[config.mk]
export PLATFORM = sky130hd
export DESIGN_NAME = gray_convert_arbiter
export DESIGN_NICKNAME = d
export VERILOG_FILES = /design/src/rtl/gray_convert_arbiter.sv
export SDC_FILE = /design/constraint.sdc
export NUM_CORES = 1
export LEC_CHECK = 0
export ABC_AREA = 1
export BUFFER_PORTS_ARGS = -buffer_cell sky130_fd_sc_hd__buf_2
export CAP_MARGIN = 15
export CORE_MARGIN = 2
export CORE_UTILIZATION = 48
export CTS_BUF_LIST = sky130_fd_sc_hd__clkbuf_8 sky130_fd_sc_hd__clkbuf_16
export CTS_CLUSTER_SIZE = 30
export DETAILED_ROUTE_END_ITERATION = 7
export GPL_TIMING_DRIVEN = 0
export PLACE_DENSITY = 0.76
export SLEW_MARGIN = 30
export SYNTH_ARGS = -nofsm -noshare
export SYNTH_HDL_FRONTEND = slang
export SYNTH_SLANG_ARGS = --single-unit
export TNS_END_PERCENT = 50
[constraint.sdc]
create_clock -name clk -period 1.6 [get_ports clk]
set_input_delay 0.16 -clock clk [delete_from_list [all_inputs] [get_ports clk]]
set_output_delay 0.16 -clock clk [all_outputs]
set_load 0.1 [all_outputs]
[src/rtl/gray_convert_arbiter.sv]
// gray_convert_arbiter
// Shares one bit-serial Gray-to-binary XOR stage between NREQ requesters.
// A round-robin arbiter picks one requester while idle and captures its Gray
// word. The word is then decoded MSB-first, one bit per cycle, for WIDTH
// cycles. The binary result and the owner's index are then offered on a
// valid/ready port.
//
// Ports:
//   clk        rising-edge clock
//   rst        synchronous, active-high reset
//   req        one request bit per requester, held until granted
//   gray_in    packed Gray words, requester i at [i*WIDTH +: WIDTH]
//   grant      one-hot accept, combinational, only ever high while idle
//   bin_out    decoded binary word, qualified by out_valid
//   out_id     index of the requester that owns bin_out
//   out_valid  result available
//   out_ready  consumer accepts the result
//   busy       high whenever a conversion or handoff is in progress
module gray_convert_arbiter #(
  parameter int WIDTH = 4,
  parameter int NREQ  = 4,
  parameter int ID_W  = $clog2(NREQ)
) (
  input  logic                  clk,
  input  logic                  rst,
  input  logic [NREQ-1:0]       req,
  input  logic [NREQ*WIDTH-1:0] gray_in,
  output logic [NREQ-1:0]       grant,
  output logic [WIDTH-1:0]      bin_out,
  output logic [ID_W-1:0]       out_id,
  output logic                  out_valid,
  input  logic                  out_ready,
  output logic                  busy
);

  localparam int CNT_W = (WIDTH > 1) ? $clog2(WIDTH) : 1;

  typedef enum logic [1:0] {IDLE, SHIFT, DONE} state_t;

  state_t           state;
  logic [ID_W-1:0]  last;
  logic [WIDTH-1:0] shreg;
  logic [WIDTH-1:0] acc;
  logic [WIDTH-1:0] acc_next;
  logic             carry;
  logic             bit_next;
  logic [CNT_W-1:0] cnt;
  logic             found;
  logic [ID_W-1:0]  win;
  int               k;

  // Round-robin search starts just after the last winner and wraps, so the
  // most recently served requester has the lowest priority next time.
  always_comb begin
    found = 1'b0;
    win   = '0;
    k     = 0;
    for (int i = 1; i <= NREQ; i++) begin
      k = (int'(last) + i) % NREQ;
      if (!found && req[ID_W'(k)]) begin
        found = 1'b1;
        win   = ID_W'(k);
      end
    end
  end

  // Grant is only offered while idle; requests in other states wait.
  always_comb begin
    grant = '0;
    if (state == IDLE && found) grant[win] = 1'b1;
  end

  // The single shared XOR stage: current Gray bit against the previous binary
  // bit. The carry is cleared at capture, which stands in for b[WIDTH] = 0.
  always_comb begin
    bit_next      = shreg[cnt] ^ carry;
    acc_next      = acc;
    acc_next[cnt] = bit_next;
  end

  assign out_valid = (state == DONE);
  assign busy      = (state != IDLE);

  // Main sequencer. bin_out is written only on the final shift cycle, so it
  // keeps the previous result until the next conversion completes.
  always_ff @(posedge clk) begin
    if (rst) begin
      state   <= IDLE;
      last    <= ID_W'(NREQ - 1);
      shreg   <= '0;
      acc     <= '0;
      carry   <= 1'b0;
      cnt     <= '0;
      bin_out <= '0;
      out_id  <= '0;
    end else begin
      case (state)
        IDLE: begin
          if (found) begin
            shreg  <= gray_in[int'(win)*WIDTH +: WIDTH];
            out_id <= win;
            last   <= win;
            acc    <= '0;
            carry  <= 1'b0;
            cnt    <= CNT_W'(WIDTH - 1);
            state  <= SHIFT;
          end
        end
        SHIFT: begin
          acc   <= acc_next;
          carry <= bit_next;
          if (cnt == '0) begin
            bin_out <= acc_next;
            state   <= DONE;
          end else begin
            cnt <= cnt - 1'b1;
          end
        end
        DONE: begin
          if (out_ready) state <= IDLE;
        end
        default: state <= IDLE;
      endcase
    end
  end

endmodule

[Word level (Yosys, flattened, before mapping)]
Cells that the tools add are included.
Word-level totals
  register bits after elaboration: 21
  output and inout bits: 12
  word-level logic and storage cells: 86
Cells by class
  add/sub/neg operators: 5
  $lt $le $gt $ge: 8
  equality and inequality tests: 6
  shift-type cells: 1
  muxes and demuxes: 39
  bitwise logic cells: 1
  reductions and logical operators: 18
Operators with widths (number)
  $mux W2: 9
  $lt A2 B4 Y1 const B: 4
  $mux W1: 16
  $shiftx A16 B5 Y4: 1
  $bmux W1 S2: 5
  $mux W4: 2
  $pmux W4 S2: 1
  $logic_and A1 B1 Y1: 6
  $lt A2 B3 Y1 const B: 2
  $ne A2 B2 Y1 const B: 3
  $pmux W2 S3: 1
  $reduce_and A2 Y1: 3
  $reduce_and A3 Y1: 2
  $add A2 B1 Y2 const B: 2
  $add A2 B2 Y2 const B: 2
  $bwmux W4: 1
  $demux W1 S2: 2
  $ge A2 B1 Y1 const B: 2
  $logic_not A2 Y1: 2
  $pmux W2 S2: 1
  $reduce_bool A2 Y1: 2
  $logic_not A1 Y1: 3
  $eq A2 B1 Y1 const B: 1
  $eq A2 B2 Y1 const B: 1
  4 further kinds: 4

[Longest topological paths before layout]
Gate-level depths: netlist of the first run.
  word-level depth: 19
  mapped depth: 16
  mapped depth without buffers: 14

[Worst setup path after synthesis of the first run]
Ideal clock, no wire load.
  path kind: register -> output
  from: reg last[0]
  to: out grant[3]
  arrival: 3220 ps
  slack: -1780 ps
  stages on the path, launching flop included: 11
  path buffers: 1
  cell sequence: dfxtp_1 -> buf_6 -> inv_8 -> nand2_2 -> nand2_2 -> nand2_1 -> nand2_2 -> inv_2 -> nand3_4 -> nand3_2 -> nor3_1
On the way
  word-level cells in the longest chain between the ends: 19
  elaborated cells between the ends (all ways): 37
  classes of those cells: add/sub (4); order compare (2); mux (23); reduce/logical (8)
RTL lines
  start: declaration: line 41  | logic [ID_W-1:0] last;
  start signal: assignment: line 89  | last <= ID_W'(NREQ - 1);
  start signal: assignment: line 102  | last <= win;
  $add A2 B1 Y2: line 59  | k = (int'(last) + i) % NREQ;
  $bmux W1 S2: line 60  | if (!found && req[ID_W'(k)]) begin
  $mux W1 (implied by the code) (2 in series): line 60
  $mux W1: line 60
  $logic_not A1 Y1: line 60
  $logic_and A1 B1 Y1: line 60
  $mux W1: line 60
  $logic_not A1 Y1: line 60
  [2 not listed]
  $logic_not A1 Y1: line 60
  $logic_and A1 B1 Y1: line 60
  $mux W2: line 60
  $lt A2 B3 Y1 (implied by the code) / $ge A2 B1 Y1 (equally long branches): line 70  | if (state == IDLE && found) grant[win] = 1'b1;
  $logic_and A1 B1 Y1 (implied by the code): line 70
  $mux W1 (implied by the code): line 70
  $demux W1 S2: line 70
  $mux W4 (*): line 70
  end: declaration: line 28  | output logic [NREQ-1:0] grant,
Mark *: on every way between the ends. The rest lies on a longest branch, timed or not. The select of a mux whose other input is x is not followed.

[Final worst setup path of the first run]
  from: reg last[0]
  to: out grant[2]
Same word-level chain as after synthesis.

==> impl_summary.txt, run 1 <==
----------------------------------------------------
[Status]
  Outcome ... finished, violations left
  Violations in the final reports ... DRC, setup timing

[Drt]
  Number of search-and-repair iterations in the first detailed-routing pass ... 6
  Vias per std cell ... 5.10
  Drt initial violations ... 95
  Final antenna-violating net count ... 0
  Residual DRC count ... 4
  Total number of vias ... 1,585
  Final routed wirelength across all metal layers ... 3990 um
  Routed length per placed instance ... 12.8 um

[Setup path]
  Depth of the worst register-to-register path ... 17
  Setup slack of the most critical reg-to-reg path ... -0.34 ns
  Arr. time, crit path ... 1.96 ns
  Kind of critical path ... register to primary output
  Kind of start point of the critical path ... register
  Reg-to-Reg Start ... last[0]
  CP endpoint ... grant[2]
  Endpoint type of the worst setup path ... primary output
  Endpoint of the lowest-slack register-to-register path ... shreg[2]
  Launch point of the critical path ... last[0]
  Req. time, crit path ... 1.44 ns
  Largest fanout on the critical path ... 5

[STA]
  Final max-slew violation count ... 0
  Setup ws final ... -0.519 ns
  Maximum frequency from static timing analysis ... 472 MHz
  Relative slew slack ... 67.5%
  Setup-violating endpoint count in the final report ... 18
  Min cycle time layout ... 2.12 ns
  Actual transition at the worst max-transition pin ... 0.491 ns
  Final hold violation count ... 0
  Post-route clock period utilization ... 132%
  Setup repair after global routing missed its margin ... true
  Worst setup skew after layout ... 0.00120 ns

[Clock tree]
  Buffer levels on the longest clock path ... 2
  TritonCTS clock tree ... yes
  H-tree lvl count ... 1
  CTS Root Buffer Type ... clkbuf_8
  TritonCTS buffer count ... 3
  Worst-skew pair later-pin latency ... 0.26 ns
  Number of sinks on the clock net ... 20
  Clock slew at reported path FFs ... 0.07 ns

[Placement]
  Worst-case setup slack after placement ... -0.635 ns
  IO buf count ... 34
  Final weighted congestion of routability-driven global placement ... 0.864
  Post-placement cell count ... 288
  Post-detail-place hpwl ... 2310 um

[Global routing]
  Initial antenna violation count ... 0
  First-pass GRT wire length ... 6260 um
  Total overflow reported by the global router ... 0
  Total global-route track usage ... 23.1%
  Maximum number of pins on one net before global-route repair ... 12
  Vias in the first global route ... 1,504

[Yosys]
  EDFF count, synth ... 0
  Leading register cell type out of synthesis ... dfxtp_1
  Mean instance size in the synthesized netlist ... 6.46 sq um
  Leading cell type by number of instances after synthesis ... nand2_1
  Yosys cell types ... 28
  Synth Instances ... 223
  Syn nets ... 250
  Dominant cell type by area after synthesis ... dfxtp_1
  Sequential share of the synthesized area ... 27.8%
  Top cells by area in the synthesized netlist ... dfxtp_1, nand2_1, inv_1
  Most numerous cell types in the synthesized netlist ... nand2_1, inv_1, nand3_1
  Warnings, synthesis ... 0
  Share of flip-flops with an asynchronous set or reset after synthesis ... 0%
  Flip-flop and latch count after synthesis ... 20
  Share of Yosys cell area claimed by the top area cell type ... 27.8%
  Combined area of all synthesized cells ... 1440 sq um

[Floorplanning]
  Width of the die ... 58.8 um
  Core Region ... 2810 sq um
  Number of standard-cell rows in the floorplan ... 19
  Initial standard-cell utilization of the core ... 51.4%
  Floorplan die area ... 3460 sq um
  Ports placed on the boundary ... 35
  Die height ... 58.8 um

[Finish]
  Final core utilization ... 76.2%
  Final net count ... 308
  Fraction of final layout cells sized beyond drive strength 1 ... 44.3%
  Relative area change from synthesis to final layout ... 48.3%
  Number of standard cells in the layout, taps in and fillers out ... 311
  Area of the multi-input gates ... 1030 sq um
  Fillers ... 191
  Seq. cell area ... 408 sq um
  N_diodes ... 0

[Hold path]
  Class of the tightest hold or removal check ... input port to register

[Job]
  Max-cap violations ... 0

----------------------------------------------------
-- repair_timing --
item,in CTS,in global routing
cloned,2,0
hold endpoints to repair,0,0
hold buffers,0,0
buffers inserted,16,1
setup endpoints to repair,19,23
gates resized for setup,45,22
pin swaps,10,14
-- critical path, cell delays in order, from the launching register on --
cell and delay (ns):
dfxtp_2 0.34, buf_6 0.14, inv_8 0.05, nand2_2 0.07, nand2_4 0.07, nand2_4 0.10, nand2_4 0.09, nor3_4 0.21
nand2_1 0.13, nand3_4 0.12, nand2_4 0.09, nor2_4 0.11, buf_12 0.18
-- sequential cells by signal, indices dropped and copies added (netlist names) --
register / flops
bin_out: 4
shreg: 4
acc: 3
cnt: 2
last: 2
out_id: 2
state: 2
carry: 1
-- routing by layer --
metal | global-route usage (%) | share of wire (%) | vias to the layer above
li1 | - | - | 813
met1 | 27.2 | 41 | 705
met3 | 1.76 | 5.0 | 10
met4 | 7.79 | 2.5 | 0
met2 | 43.5 | 52 | 57
met5 | 0 | 0 | -
-- cells by family after synthesis --
kind of cell    synth area share, %
simple gates                   42.4
buf+inv                        14.5
compound gates                 11.9
fa+ha+maj                      3.47
flops                          27.8
-- final cells by class --
cell class                 instances  area share (%)
tap                               31            1.81
sequential                        20            19.1
timing repair inverter             1           0.293
buffer                             4            1.99
timing repair buffer              52            18.1
inverter                          41            8.02
multi-input combinational        158            48.1
clock buffer                       4            2.58
-- stage by stage --
stage          setup TNS (ns)  hold WS (ns)  instance area [sq um]
2_1_floorplan           -2.41         0.305                   1500
3_3_place_gp            -3.70         0.429                   1710
4_1_cts                 -3.64         0.159                   2060
5_1_grt                 -7.11         0.201                   2140
3_5_place_dp            -3.90         0.436                   1710
6_report                -4.95         0.158                   2140
-- cell usage in the layout, fill, tap and decap left out, types with 2 or more instances in the layout --
cell type  count
nand2_4       12
buf_6          8
nand2_2       16
buf_2         31
buf_4         12
nor2_2         5
inv_2          3
o211ai_1       2
buf_12         4
o21bai_1       3
nor2_4         5
nand2_1       42
nor2_1        11
a21oi_2        2
o21ai_0        6
clkbuf_8       4
nand3_2        5
nor3_4         3
inv_1         35
a21oi_1       14
dfxtp_2        3
nand3_4        3
dfxtp_1       16
nand3_1       19
ha_1           4
-- worst min-delay path by stage --
stage / slack [ns] / depth (start not counted) / from / to
finish: 0.16 / 4 / out_ready / state[1]
global route: 0.20 / 4 / out_ready / state[1]
CTS: 0.16 / 4 / out_ready / state[1]
detailed placement: 0.44 / 4 / out_ready / state[1]
global placement: 0.43 / 4 / out_ready / state[1]
floorplan: 0.30 / 3 / rst / shreg[0]
Power of run 1 is not shown: default switching activity piles up to over one toggle a cycle in this logic, so the estimate is an artifact.
==> inputs of run 2 (changes only) <==
--- a/config.mk
+++ b/config.mk
@@ -5,16 +5,15 @@
 export SDC_FILE = /design/constraint.sdc
 export NUM_CORES = 1
 export LEC_CHECK = 0
-export ABC_AREA = 1
 export BUFFER_PORTS_ARGS = -buffer_cell sky130_fd_sc_hd__buf_2
 export CAP_MARGIN = 15
 export CORE_MARGIN = 2
-export CORE_UTILIZATION = 48
+export CORE_UTILIZATION = 44
 export CTS_BUF_LIST = sky130_fd_sc_hd__clkbuf_8 sky130_fd_sc_hd__clkbuf_16
 export CTS_CLUSTER_SIZE = 30
 export DETAILED_ROUTE_END_ITERATION = 7
 export GPL_TIMING_DRIVEN = 0
-export PLACE_DENSITY = 0.76
+export PLACE_DENSITY = 0.73
 export SLEW_MARGIN = 30
 export SYNTH_ARGS = -nofsm -noshare
 export SYNTH_HDL_FRONTEND = slang
==> run 2 against run 1 <==
Compared with the run above:
- the flow finishes with violations (setup timing)
- register-to-register slack better by 0.17 ns
- global-route usage down 1.9 points
- maximum frequency up 17%
- first-iteration DRC count shrank 81%
- hold slack got worse by 0.0010 ns
- die area decreased by 16%
- clock-buffer cell count did not move
- via count fell by 29%
- area after synthesis shrank 24%
- design area down 22%
- critical path type unchanged
- largest cell class unchanged
==> impl_summary.txt, run 2 <==
----------------------------------------------------
[Status]
  Outcome ... finished, violations left
  Violations in the final reports ... setup timing

[STA]
  Actual transition at the worst max-transition pin ... 0.599 ns (+0.108 ns)
  Relative slew slack ... 59.7% (-7.8 points)
  Setup-violating endpoint count in the final report ... 9 (-9)
  Setup ws final ... -0.219 ns (+0.300 ns)
  Worst setup skew after layout ... 0.00270 ns (+0.00150 ns)
  Post-route clock period utilization ... 114% (-19 points)
  Final max-slew violation count ... 0 (unchanged)
  Min cycle time layout ... 1.82 ns (-0.300 ns)
  Setup repair after global routing missed its margin ... true
  Maximum frequency from static timing analysis ... 550 MHz (+17%)
  Final hold violation count ... 0 (unchanged)

[Yosys]
  Leading cell type by number of instances after synthesis ... nor2_1
  Most numerous cell types in the synthesized netlist ... nor2_1, dfxtp_1, a21oi_1
  Warnings, synthesis ... 0 (unchanged)
  Combined area of all synthesized cells ... 1090 sq um (-24%)
  Synth Instances ... 130 (-42%)
  Share of flip-flops with an asynchronous set or reset after synthesis ... 0% (unchanged)
  Top cells by area in the synthesized netlist ... dfxtp_1, nor2_1, a21oi_1
  Syn nets ... 157 (-37%)
  Sequential share of the synthesized area ... 36.7% (+8.9 points)
  Leading register cell type out of synthesis ... dfxtp_1
  Yosys cell types ... 30 (+7.1%)
  Complex-gate fraction of the synthesized area ... 18.3% (+6.4 points)
  Dominant cell type by area after synthesis ... dfxtp_1
  Mux cell area share after synthesis ... 11.9% (+12 points)
  EDFF count, synth ... 0 (unchanged)
  Synth Area in XOR/XNOR ... 0.802% (+0.80 points)
  Adder-cell share of the synthesized area ... 4.58% (+1.1 points)
  Mean instance size in the synthesized netlist ... 8.40 sq um (+30%)
  Simple logic cell fraction of the synthesized area ... 23.9% (-18 points)
  Flip-flop and latch count after synthesis ... 20 (unchanged)
  Main combinational cell family by area after synthesis ... simple AND/OR/NAND/NOR gates
  Share of Yosys cell area claimed by the top area cell type ... 36.7% (+8.9 points)

[Floorplanning]
  Die height ... 53.8 um (-8.5%)
  Number of standard-cell rows in the floorplan ... 18 (-1)
  Floorplan die area ... 2900 sq um (-16%)
  Ports placed on the boundary ... 35 (unchanged)
  Core Region ... 2410 sq um (-14%)
  Initial standard-cell utilization of the core ... 45.3% (-6.1 points)
  Width of the die ... 53.8 um (-8.5%)

[Pwr]
  Design Power ... 0.00207 W
  LEAKAGE ... 0.719 nW
  Peak supply drop ... 0.856 mV
  Total power per unit cell area ... 1250 nW/um^2

[Global routing]
  Vias in the first global route ... 1,063 (-29%)
  Total overflow reported by the global router ... 0 (unchanged)
  Maximum number of pins on one net before global-route repair ... 12 (unchanged)
  Initial antenna violation count ... 0 (unchanged)
  Total global-route track usage ... 21.2% (-1.9 points)
  First-pass GRT wire length ... 4420 um (-29%)

[Finish]
  Most used cells in the layout excluding fill and tap cells ... buf_2, nor2_1, dfxtp_1
  Area of the multi-input gates ... 800 sq um (-22%)
  Most common cell after layout, fill and taps aside ... buf_2
  Relative area change from synthesis to final layout ... 51.7%
  Fillers ... 187 (-2.1%)
  Final net count ... 204 (-34%)
  Largest registers in the final layout ... bin_out x4, shreg x4, acc x3
  Fraction of final layout cells sized beyond drive strength 1 ... 47.2% (+2.9 points)
  N_diodes ... 0 (unchanged)
  Final core utilization ... 68.7% (-7.4 points)
  Seq. cell area ... 409 sq um (+0.31%)

[Setup path]
  Req. time, crit path ... 1.44 ns (about the same)
  Depth of the worst register-to-register path ... 7 (-10)
  Kind of critical path ... register to primary output
  Arr. time, crit path ... 1.66 ns (-0.30 ns)
  Largest fanout on the critical path ... 4 (-1)
  Launch point of the critical path ... last[0]
  CP endpoint ... grant[3]
  Reg-to-Reg Start ... last[0]
  Setup slack of the most critical reg-to-reg path ... -0.17 ns (+0.17 ns)
  Endpoint type of the worst setup path ... primary output
  Kind of start point of the critical path ... register
  Endpoint of the lowest-slack register-to-register path ... shreg[2]

[Drt]
  Final routed wirelength across all metal layers ... 2790 um (-30%)
  Routed length per placed instance ... 13.6 um (+5.5%)
  Total number of vias ... 1,122 (-29%)
  Drt initial violations ... 18 (-81%)
  Vias per std cell ... 5.45 (+6.9%)
  Residual DRC count ... 0 (-4)
  Number of search-and-repair iterations in the first detailed-routing pass ... 4 (-2)
  Final antenna-violating net count ... 0 (unchanged)

[Clock tree]
  CTS Root Buffer Type ... clkbuf_8
  Clock slew at reported path FFs ... 0.08 ns (about the same)
  TritonCTS buffer count ... 3 (unchanged)
  Hold_buf cts ... 0 (unchanged)
  Worst-skew pair later-pin latency ... 0.26 ns (about the same)
  Buffer levels on the longest clock path ... 2 (unchanged)
  H-tree lvl count ... 1 (unchanged)
  Number of sinks on the clock net ... 20 (unchanged)
  TritonCTS clock tree ... yes

[Job]
  Max-cap violations ... 0 (unchanged)

[Placement]
  IO buf count ... 34 (unchanged)
  Post-detail-place hpwl ... 1900 um (-18%)
  Final weighted congestion of routability-driven global placement ... 0.767 (-11%)

[Hold path]
  Class of the tightest hold or removal check ... input port to register

----------------------------------------------------
==> run 2: stage by stage <==
| step | std cells | instance area [sq um] | TNS (ns) | hold WS, ns | setup slack (ns) |
|---|---|---|---|---|---|
| floorplan | 130 | 1160 | -0.458 | 0.342 | -0.206 |
| global placement | 194 | 1370 | -2.15 | 0.428 | -0.204 |
| detailed placement | 194 | 1370 | -2.70 | 0.430 | -0.246 |
| CTS | 206 | 1620 | -1.42 | 0.157 | -0.247 |
| global route | 206 | 1660 | -2.03 | 0.175 | -0.260 |
| finish | 206 | 1660 | -1.30 | 0.157 | -0.219 |
==> run 2: what timing repair did <==
action / in CTS / in global routing
buffers inserted: 8 / 0
setup endpoints to repair: 15 / 16
gates resized for setup: 28 / 9
pin swaps: 8 / 4
hold endpoints to repair: 0 / 0
==> run 2: area by class of cell <==
class                           count  share of cell area, %
Tap cell                           30                   2.27
Multi-Input combinational cell    101                   48.3
Sequential cell                    20                   24.7
Buffer                              5                   2.27
Inverter                            4                  0.906
Timing Repair Buffer               42                   18.3
Clock buffer                        4                   3.32
==> run 2: layer usage <==
metal | track usage, % | vias to the layer above | wire, um
li1 | - | 551 | -
met1 | 22.8 | 526 | 1160
met2 | 40.2 | 38 | 1440
met3 | 3.61 | 7 | 132
met4 | 8.55 | 0 | 56
met5 | 0 | - | 0
==> run 2: cells by family (layout without fill, tap and decap cells) <==
kind of cell,Yosys count,in the layout
xor gates and xnor gates,1,1
DFF,20,20
and+or+nand+nor,55,55
adders and majority gates,4,4
buffers and inverters,9,55
AOI/OAI and AO/OA,31,31
muxes,10,10
==> run 2: how the worst min path moves through the flow <==
stage / from / depth (start not counted) / end
after floorplan: out_ready / 2 / state[1]
final: out_ready / 3 / state[1]
after global placement: out_ready / 3 / state[1]
after detailed placement: out_ready / 3 / state[1]
after global routing: out_ready / 3 / state[1]
after CTS: out_ready / 3 / state[1]
==> run 2: power breakdown <==
part           internal, W  switching (W)  total (W)
combinational     0.000429       0.000622    0.00105
clock             0.000219       0.000177   0.000397
sequential        0.000566      0.0000566   0.000623
==> run 2: critical path, cell delays in order, from the launching register on <==
cell and delay, ns:
dfxtp_4 0.36, o21ai_2 0.06, o21ai_1 0.08, a211o_1 0.29, buf_6 0.14, nand2b_4 0.16
nor2b_4 0.13, buf_12 0.18
No activity file was read; power rests on OpenSTA's default activity.
==> inputs of run 3 (changes only) <==
--- a/config.mk
+++ b/config.mk
@@ -12,8 +12,10 @@
 export CTS_BUF_LIST = sky130_fd_sc_hd__clkbuf_8 sky130_fd_sc_hd__clkbuf_16
 export CTS_CLUSTER_SIZE = 30
 export DETAILED_ROUTE_END_ITERATION = 7
+export GPL_ROUTABILITY_DRIVEN = 1
 export GPL_TIMING_DRIVEN = 0
 export PLACE_DENSITY = 0.73
+export SETUP_SLACK_MARGIN = 0.1
 export SLEW_MARGIN = 30
 export SYNTH_ARGS = -nofsm -noshare
 export SYNTH_HDL_FRONTEND = slang
==> run 3 against run 2 <==
Compared with the run above:
- the run still ends with setup timing left
- hold slack improved by 0.0059 ns
- sequential power is 1% lower
- non-clock buffer count increased by 1
- via count grew 2.7%
- worst setup slack got worse by 0.011 ns
- sequential share of layout area is 0.094 points higher
- total power grew 0.25%
- routed wire length is 7.7% higher
- global-route usage grew 0.67 points
- clock power fell by 3%
==> impl_summary.txt, run 3 (synthesis results as in run 2) <==
----------------------------------------------------
[Status]
  Outcome ... finished, violations left
  Violations in the final reports ... setup timing

[Finish]
  Relative area change from synthesis to final layout ... 51.5% (about the same)
  Final net count ... 205 (+0.49%)
  Number of standard cells in the layout, taps in and fillers out ... 207 (+0.49%)
  Final cell area excluding filler cells ... 1660 sq um (about the same)
  N_diodes ... 0 (unchanged)
  Fillers ... 176 (-5.9%)
  Most used cells in the layout excluding fill and tap cells ... buf_2, nor2_1, dfxtp_1
  Largest registers in the final layout ... bin_out x4, shreg x4, acc x3
  Fraction of final layout cells sized beyond drive strength 1 ... 49.2% (+2.0 points)
  Final core utilization ... 68.7% (about the same)
  Most common cell after layout, fill and taps aside ... buf_2

[STA]
  Min cycle time layout ... 1.83 ns (+0.0105 ns)
  Setup-violating endpoint count in the final report ... 8 (-1)
  Actual transition at the worst max-transition pin ... 0.569 ns (-0.0300 ns)
  Setup repair after global routing missed its margin ... true
  Worst setup skew after layout ... 0.00486 ns (+0.00216 ns)
  Final hold violation count ... 0 (unchanged)
  Post-route clock period utilization ... 114% (+0.66 points)
  Maximum frequency from static timing analysis ... 547 MHz (-0.57%)
  Worst hold margin ... 0.163 ns (+0.00591 ns)
  Setup ws final ... -0.229 ns (-0.0105 ns)
  Final setup TNS ... -1.39 ns (-0.0956 ns)
  Relative slew slack ... 61.7% (+2.0 points)
  Final max-slew violation count ... 0 (unchanged)

[Drt]
  Final routed wirelength across all metal layers ... 3010 um (+7.7%)
  Residual DRC count ... 0 (unchanged)
  Final antenna-violating net count ... 0 (unchanged)
  Vias per std cell ... 5.57 (+2.2%)
  Drt initial violations ... 10 (-8)
  Number of search-and-repair iterations in the first detailed-routing pass ... 4 (unchanged)
  Total number of vias ... 1,152 (+2.7%)
  Routed length per placed instance ... 14.5 um (+7.2%)

[Clock tree]
  H-tree lvl count ... 1 (unchanged)
  TritonCTS clock tree ... yes
  TritonCTS buffer count ... 3 (unchanged)
  Worst-skew pair later-pin latency ... 0.26 ns (about the same)
  Buffer levels on the longest clock path ... 2 (unchanged)
  Hold_buf cts ... 0 (unchanged)
  Number of sinks on the clock net ... 20 (unchanged)
  CTS Root Buffer Type ... clkbuf_8
  Clock slew at reported path FFs ... 0.08 ns (about the same)

[Floorplanning]
  Ports placed on the boundary ... 35 (unchanged)
  Initial standard-cell utilization of the core ... 45.3% (unchanged)
  Number of standard-cell rows in the floorplan ... 18 (unchanged)
  Core Region ... 2410 sq um (unchanged)
  Die height ... 53.8 um (unchanged)
  Width of the die ... 53.8 um (unchanged)
  Floorplan die area ... 2900 sq um (unchanged)

[Setup path]
  Largest fanout on the critical path ... 3 (-1)
  Req. time, crit path ... 1.44 ns (about the same)
  Critical-path cell with the highest stage delay ... dfxtp_4
  Kind of critical path ... register to primary output
  Setup slack of the most critical reg-to-reg path ... -0.19 ns (-0.02 ns)
  Endpoint type of the worst setup path ... primary output
  Number of buffers and inverters on the critical path ... 2 (unchanged)
  Kind of start point of the critical path ... register
  CP cell instances ... o21ai_2, o21ai_1, a211o_1, buf_6, nand2b_4, nor2b_4, buf_12
  Crit-path leading delay family ... compound AO/OA/AOI/OAI gates
  Slowest cell delay on critical path ... 0.36 ns (about the same)
  Arr. time, crit path ... 1.67 ns (about the same)

[Global routing]
  Maximum number of pins on one net before global-route repair ... 12 (unchanged)
  Vias in the first global route ... 1,127 (+6.0%)
  First-pass GRT wire length ... 4530 um (+2.4%)
  Total global-route track usage ... 21.9% (+0.67 points)
  Initial antenna violation count ... 0 (unchanged)
  Total overflow reported by the global router ... 0 (unchanged)

[Job]
  Max-cap violations ... 0 (unchanged)

[Pwr]
  Total power per unit cell area ... 1250 nW/um^2 (+0.33%)
  Comb power frac ... 51.7% (+0.9 points)
  Power share of the sequential group ... 29.8% (-0.3 points)
  LEAKAGE ... 0.714 nW (-0.66%)
  Clock share of power ... 18.6% (-0.6 points)
  Switching share of power ... 41.4% (+0.091 points)
  Cell internal power dissipation ... 0.00122 W (about the same)
  Sw power ... 0.000860 W (+0.47%)
  Peak supply drop ... 0.835 mV (-2.4%)

[Placement]
  IO buf count ... 34 (unchanged)
  Final weighted congestion of routability-driven global placement ... 0.735 (-4.2%)
  Placement-stage cell area ... 1380 sq um (+0.82%)
  Post-detail-place hpwl ... 1960 um (+2.9%)
  Post-placement cell count ... 194 (unchanged)

[Hold path]
  Class of the tightest hold or removal check ... input port to register

----------------------------------------------------
## run 3: changes by cell type in the layout (fill, tap and decap cells not counted), sizes merged
cell,delta
buf,+1
## run 3: worst paths after layout
| kind | start | to | cells past startpoint |
|---|---|---|---|
| min | out_ready | state[1] | 3 |
| min reg2reg | out_id[1] | out_id[1] | 2 |
| max reg2reg | last[0] | shreg[1] | 7 |
| max | last[0] | grant[3] | 7 |
## run 3: cell type report
cell class / instances / area (sq um) / share of cell area, %
sequential: 20 / 410 / 24.8
clock buffer: 4 / 55.1 / 3.33
buffer: 5 / 37.5 / 2.27
tap: 30 / 37.5 / 2.27
multi-input combinational: 101 / 790 / 47.7
timing repair buffer: 43 / 310 / 18.7
inverter: 4 / 15.0 / 0.907
## run 3: metal layers
layer / global-route usage [%] / up-vias / routed length [um]
li1: - / 554 / -
met3: 3.89 / 8 / 157
met1: 20.6 / 545 / 1140
met4: 14.1 / 0 / 90
met5: 0 / - / 0
met2: 42.3 / 45 / 1620
## run 3: tightest hold or removal path, stage by stage
cell	delay [ns]
buf_2	0.07
nand2b_1	0.08
a21oi_1	0.06
## run 3: power groups by stage
stage	clock, W	combinational [W]	sequential, W
after floorplan	0	0.000597	0.000715
after global placement	0	0.000812	0.000624
after detailed placement	0	0.000828	0.000630
after CTS	0.000392	0.00102	0.000616
after global routing	0.000419	0.00113	0.000629
final	0.000386	0.00107	0.000617
## run 3: stage by stage
| step | setup WS (ns) | total power [W] |
|---|---|---|
| after global placement | -0.209 | 0.00144 |
| after floorplan | -0.138 | 0.00131 |
| after global routing | -0.325 | 0.00218 |
| after CTS | -0.249 | 0.00203 |
| after detailed placement | -0.245 | 0.00146 |
| final | -0.229 | 0.00208 |
## run 3: timing repair
| action | in CTS | in global routing |
|---|---|---|
| endpoints found under the setup margin | 15 | 20 |
| resized for setup | 30 | 3 |
| pin swaps | 16 | 7 |
| endpoints found under the hold margin | 0 | 0 |
| setup buffers | 6 | 3 |
